File: src/rtl/sfx_scheduler.sv
// Four-clip sound-effect scheduler: arbitrates clip requests and streams 16-bit samples from a shared ROM to the DAC.
// Optional feature macro: SFX_SCHEDULER_PREEMPT_EN (a higher clip id preempts the clip being played).

module sfx_scheduler #(
  parameter int CLIP_WORDS = 2048,
  parameter int REPEAT     = 2
) (
  input  logic        CLOCK_50,
  input  logic        reset,
  input  logic [3:0]  req,
  input  logic        audio_out_allowed,
  input  logic [31:0] rom_q,
  output logic [12:0] rom_addr,
  output logic [31:0] left_channel_audio_out,
  output logic [31:0] right_channel_audio_out,
  output logic        write_audio_out,
  output logic        busy,
  output logic [1:0]  cur_sfx
);

  typedef enum logic [1:0] {
    IDLE  = 2'd0,
    FETCH = 2'd1,
    PLAY  = 2'd2,
    DONE  = 2'd3
  } state_t;

  localparam logic [11:0] LAST_WORD = 12'(CLIP_WORDS - 1);
  localparam logic [1:0]  LAST_REP  = 2'(REPEAT - 1);

  state_t      state_q, state_d;
  logic [3:0]  pending_q, pending_d;
  logic [12:0] rom_addr_q, rom_addr_d;
  logic [1:0]  cur_sfx_q, cur_sfx_d;
  logic [11:0] word_cnt_q, word_cnt_d;
  logic [1:0]  rep_cnt_q, rep_cnt_d;
  logic        half_q, half_d;          // 1 = upper half of the word
  logic        fetch_cnt_q, fetch_cnt_d;
  logic [31:0] word_q, word_d;
  logic [1:0]  grant_idx_s;
  logic        load_s;
  logic        preempt_s;
  logic        write_s;
  logic [15:0] sample_s;

  function automatic logic [1:0] top_index(input logic [3:0] vec);
    logic [1:0] idx;
    if (vec[3]) begin
      idx = 2'd3;
    end else if (vec[2]) begin
      idx = 2'd2;
    end else if (vec[1]) begin
      idx = 2'd1;
    end else begin
      idx = 2'd0;
    end
    return idx;
  endfunction

  assign grant_idx_s = top_index(pending_q);

`ifdef SFX_SCHEDULER_PREEMPT_EN
  assign preempt_s = ((state_q == FETCH) || (state_q == PLAY)) &&
                     (pending_q != 4'b0000) && (grant_idx_s > cur_sfx_q);
`else
  assign preempt_s = 1'b0;
`endif

  // Next-state, counter and strobe logic; a grant (or preemption) reloads the whole clip context.
  always_comb begin
    state_d     = state_q;
    pending_d   = pending_q | req;
    rom_addr_d  = rom_addr_q;
    cur_sfx_d   = cur_sfx_q;
    word_cnt_d  = word_cnt_q;
    rep_cnt_d   = rep_cnt_q;
    half_d      = half_q;
    fetch_cnt_d = fetch_cnt_q;
    word_d      = word_q;
    load_s      = 1'b0;
    write_s     = 1'b0;

    case (state_q)
      IDLE: begin
        if (pending_q != 4'b0000) begin
          load_s = 1'b1;
        end else begin
          load_s = 1'b0;
        end
      end
      FETCH: begin
        if (preempt_s) begin
          load_s = 1'b1;
        end else if (fetch_cnt_q) begin
          word_d      = rom_q;
          half_d      = 1'b1;
          rep_cnt_d   = 2'd0;
          fetch_cnt_d = 1'b0;
          state_d     = PLAY;
        end else begin
          fetch_cnt_d = 1'b1;
        end
      end
      PLAY: begin
        if (preempt_s) begin
          load_s = 1'b1;
        end else if (audio_out_allowed) begin
          write_s = 1'b1;
          if (rep_cnt_q != LAST_REP) begin
            rep_cnt_d = rep_cnt_q + 2'd1;
          end else if (half_q) begin
            rep_cnt_d = 2'd0;
            half_d    = 1'b0;
          end else begin
            rep_cnt_d  = 2'd0;
            half_d     = 1'b1;
            word_cnt_d = word_cnt_q + 12'd1;
            rom_addr_d = rom_addr_q + 13'd1;
            if (word_cnt_q == LAST_WORD) begin
              state_d = DONE;
            end else begin
              state_d = FETCH;
            end
          end
        end else begin
          write_s = 1'b0;
        end
      end
      DONE: begin
        state_d = IDLE;
      end
      default: begin
        state_d = IDLE;
      end
    endcase

    if (load_s) begin
      state_d     = FETCH;
      pending_d   = (pending_q & ~(4'b0001 << grant_idx_s)) | req;
      rom_addr_d  = {grant_idx_s, 11'd0};
      cur_sfx_d   = grant_idx_s;
      word_cnt_d  = 12'd0;
      rep_cnt_d   = 2'd0;
      half_d      = 1'b1;
      fetch_cnt_d = 1'b0;
    end else begin
      pending_d = pending_q | req;
    end
  end

  // State and datapath registers with synchronous reset.
  always_ff @(posedge CLOCK_50) begin
    if (reset) begin
      state_q     <= IDLE;
      pending_q   <= 4'b0000;
      rom_addr_q  <= 13'd0;
      cur_sfx_q   <= 2'd0;
      word_cnt_q  <= 12'd0;
      rep_cnt_q   <= 2'd0;
      half_q      <= 1'b1;
      fetch_cnt_q <= 1'b0;
      word_q      <= 32'd0;
    end else begin
      state_q     <= state_d;
      pending_q   <= pending_d;
      rom_addr_q  <= rom_addr_d;
      cur_sfx_q   <= cur_sfx_d;
      word_cnt_q  <= word_cnt_d;
      rep_cnt_q   <= rep_cnt_d;
      half_q      <= half_d;
      fetch_cnt_q <= fetch_cnt_d;
      word_q      <= word_d;
    end
  end

  assign sample_s                = half_q ? word_q[31:16] : word_q[15:0];
  assign left_channel_audio_out  = (state_q == PLAY) ? {sample_s, 16'h0000} : 32'h0000_0000;
  assign right_channel_audio_out = left_channel_audio_out;
  assign write_audio_out         = write_s;
  assign busy                    = (state_q != IDLE);
  assign rom_addr                = rom_addr_q;
  assign cur_sfx                 = cur_sfx_q;

endmodule

File: config.mk
export PLATFORM = sky130hd
export DESIGN_NAME = sfx_scheduler
export DESIGN_NICKNAME = d
export VERILOG_FILES = /design/src/rtl/sfx_scheduler.sv
export SDC_FILE = /design/constraint.sdc
export NUM_CORES = 1
export LEC_CHECK = 0
export CAP_MARGIN = 5
export CORE_MARGIN = 1
export CORE_UTILIZATION = 45
export DETAILED_ROUTE_END_ITERATION = 10
export PLACE_DENSITY = 0.8
export RECOVER_POWER = 50
export SETUP_SLACK_MARGIN = 0.4
export SLEW_MARGIN = 30
export SYNTH_ARGS = -nofsm -noshare
export SYNTH_HDL_FRONTEND = slang
export SYNTH_SLANG_ARGS = --single-unit
export TNS_END_PERCENT = 10
File: constraint.sdc
create_clock -name CLOCK_50 -period 2.75 [get_ports CLOCK_50]
set_input_delay 0.6875 -clock CLOCK_50 [delete_from_list [all_inputs] [get_ports CLOCK_50]]
set_output_delay 0.6875 -clock CLOCK_50 [all_outputs]
set_load 0.05 [all_outputs]
==> flow_summary.json <==
{
  "rr_worst_depth": 5,
  "nNetsFinal": 552,
  "stdcell_count": 611,
  "r2r_start": "state_q[0]",
  "die-area_um2": 8000,
  "cts_max_path_buffers": 2,
  "path_class": "reg2out",
  "holdWs_ps": 457,
  "area_growth_pct": 42.4,
  "dr.pass1.iters": 5,
  "antenna_found_initial": 0,
  "dp.cells": 591,
  "outcome": "finished, final reports clean",
  "io_pins": 120,
  "num_rows": 31,
  "drt_iter0_drc": 112,
  "wl_per_cell_um": 13.8,
  "clkTransAtPathRegs_ps": 70,
  "layout-drive-gt1-share_pct": 16.0,
  "grt_pass1_vias": 2933,
  "synth_area_leader_cell": "dfxtp_1",
  "yosys.cell_types.count": 42,
  "synth_area_um2": 3440,
  "crit_required_ps": 2060,
  "h-tree-depth": 3,
  "maxSlewHeadroom_pct": 13.2,
  "hold_path.class": "reg2reg",
  "cts.sinks": 69,
  "drc": 0,
  "setup_viol": 0,
  "rsz0062_at_grt": "true",
  "gr-total-overflow": 0,
  "fmax_mhz": 408,
  "holdPathStages": 2,
  "cp_max_fo": 6,
  "timing.final.crit_share_pct": 89.2,
  "postLayoutSetupSlackWorst_ps": 296,
  "place_hpwl_mm": 5.99,
  "cts_buffers": 9,
  "p_total_mw": 2.66,
  "worst_pin_slew_ps": 1300,
  "reg2reg_slack_ps": 450,
  "cp-end-kind": "primary output",
  "crit_path_start_kind": "register",
  "synth-edff-count": 0,
  "grt_pass1_wl_mm": 13.1,
  "pre_cts_slack_ps": 198,
  "portBuffers": 87,
  "clock_skew_ps": 7.73,
  "cts_tree": "done",
  "hp-start": "word_q[16]",
  "gp_routability_congestion": 0.801,
  "avgSynthCellArea_um2": 8.02,
  "hold_viol": 0,
  "grt_max_degree": 33,
  "yosysWarnings": 0,
  "seq_area_frac_synth_pct": 40.2,
  "p_leak_nw": 1.87,
  "p_per_area_nw_per_um2": 544,
  "drt_wl_total_mm": 8.44,
  "start_util_pct": 46.9,
  "postSynthCellCount": 429,
  "via_count": 3089,
  "period_minus_slack_ps": 2450,
  "r2r_end": "word_q[31]",
  "ys_seq_elements": 69,
  "cts_root_buf": "clkbuf_8",
  "hold-path-endpoint": "word_q[16]",
  "viasPerCell": 5.06,
  "cap_violations": 0,
  "slew_viol_final": 0,
  "num_antenna_cells": 0,
  "synthArstFlopShare_pct": 0,
  "yosysTopAreaCellShare_pct": 40.2,
  "cp.arrival_ps": 1770,
  "ir_worst_vdd_uv": 435,
  "synth_ff_type": "dfxtp_1",
  "coreArea_um2": 7330,
  "track_usage_pct": 21.3,
  "antenna_left": 0,
  "die_y_um": 89.4,
  "dieWidth_um": 89.4,
  "yosys-top-cells-area": "dfxtp_1, buf_4, nand2_1",
  "insertion_delay_ps": 340,
  "setup_tns_ps": 0
}
report_power, final:
group / switching (mW) / total, mW / internal (mW)
clock: 0.383 / 0.985 / 0.603
combinational: 0.404 / 0.598 / 0.195
sequential: 0.0367 / 1.08 / 1.04
total: 0.823 / 2.66 / 1.84
synth_stat cells, types with 2 or more instances:
cell / n
nand3_1: 12
nand4_1: 8
ha_1: 6
or4_1: 7
buf_4: 48
or3_1: 5
nor3_1: 4
xnor2_1: 6
and4_1: 3
nor2b_1: 2
mux2i_1: 19
o21ai_0: 9
clkbuf_1: 16
buf_1: 2
o211ai_1: 7
and2_1: 2
inv_1: 8
xor2_1: 7
dfxtp_1: 69
nand2b_1: 6
and3_1: 3
nand2_1: 79
a21oi_1: 44
nor2_1: 39
cell type report:
| class | instances | area (µm²) |
|---|---|---|
| Clock buffer | 10 | 128 |
| Multi-Input combinational cell | 314 | 1790 |
| Clock inverter | 6 | 111 |
| Timing Repair inverter | 1 | 5.00 |
| Fill cell | 585 | 2430 |
| Tap cell | 99 | 124 |
| Sequential cell | 69 | 1390 |
| Inverter | 9 | 38.8 |
| Timing Repair Buffer | 103 | 1310 |
routing by layer:
layer	track usage, %	share of wire (%)	vias to the layer above	wire length, µm
met5	0	0	-	0
met4	8.08	1.1	0	89
met3	6.09	6.8	10	570
met2	38.4	51	110	4290
met1	23.8	41	1432	3490
li1	-	-	1537	-
cell families (layout without fill, tap and decap cells):
kind of cell | count (synthesis) | count (layout) | share of synthesized area, %
and+or+nand+nor | 174 | 174 | 23.1
buffers and inverters | 77 | 129 | 13.7
AOI/OAI and AO/OA | 69 | 69 | 11.5
DFF | 69 | 69 | 40.2
muxes | 20 | 20 | 5.86
xor gates and xnor gates | 13 | 13 | 3.31
adders and majority gates | 6 | 6 | 2.18
other | 1 | 32 | 0.109
critical path, stage by stage, from the launching register on:
cell	delay (ps)
dfxtp_1	350
inv_2	70
ha_1	320
clkinv_2	220
nor2_2	280
buf_12	170
through the flow:
stage / utilization (%) / instance area (µm²)
after floorplan: - / 3700
after global placement: 63.4 / 4640
after detailed placement: 63.4 / 4640
after CTS: 66.7 / 4890
after global routing: 66.8 / 4900
final: 66.8 / 4900
placed cells by master (no fill, tap or decap), types with 10 or more instances in the layout:
cell and instances:
mux2i_1 19, conb_1 32, nor2_1 23, nand2_1 79
nand3_1 12, dfxtp_1 68, a21oi_1 44, nor2_4 10
clkdlybuf4s50_1 51, buf_12 34
state kept, by name, summed over array words and instances (netlist names):
name,flops
pending_q,4
rep_cnt_q,2
fetch_cnt_q,1
cur_sfx,2
rom_addr,13
half_q,1
word_cnt_q,12
word_q,32
state_q,2
what timing repair did:
action	4_1_cts	5_1_grt
endpoints found under the setup margin	34	35
hold buffers	0	0
buffers inserted	0	3
resized for setup	7	7
gates cloned	0	1
how the worst max path moves through the flow:
stage,slack [ps],startpoint,to,depth (start not counted)
3_5_place_dp,200,audio_out_allowed,word_cnt_q[7],5
6_report,300,state_q[0],left_channel_audio_out[18],5
4_1_cts,290,state_q[0],right_channel_audio_out[30],6
2_1_floorplan,430,state_q[0],right_channel_audio_out[16],6
3_3_place_gp,250,audio_out_allowed,word_cnt_q[7],5
5_1_grt,200,state_q[1],word_q[31],6
(Power assumes the default switching activity.)
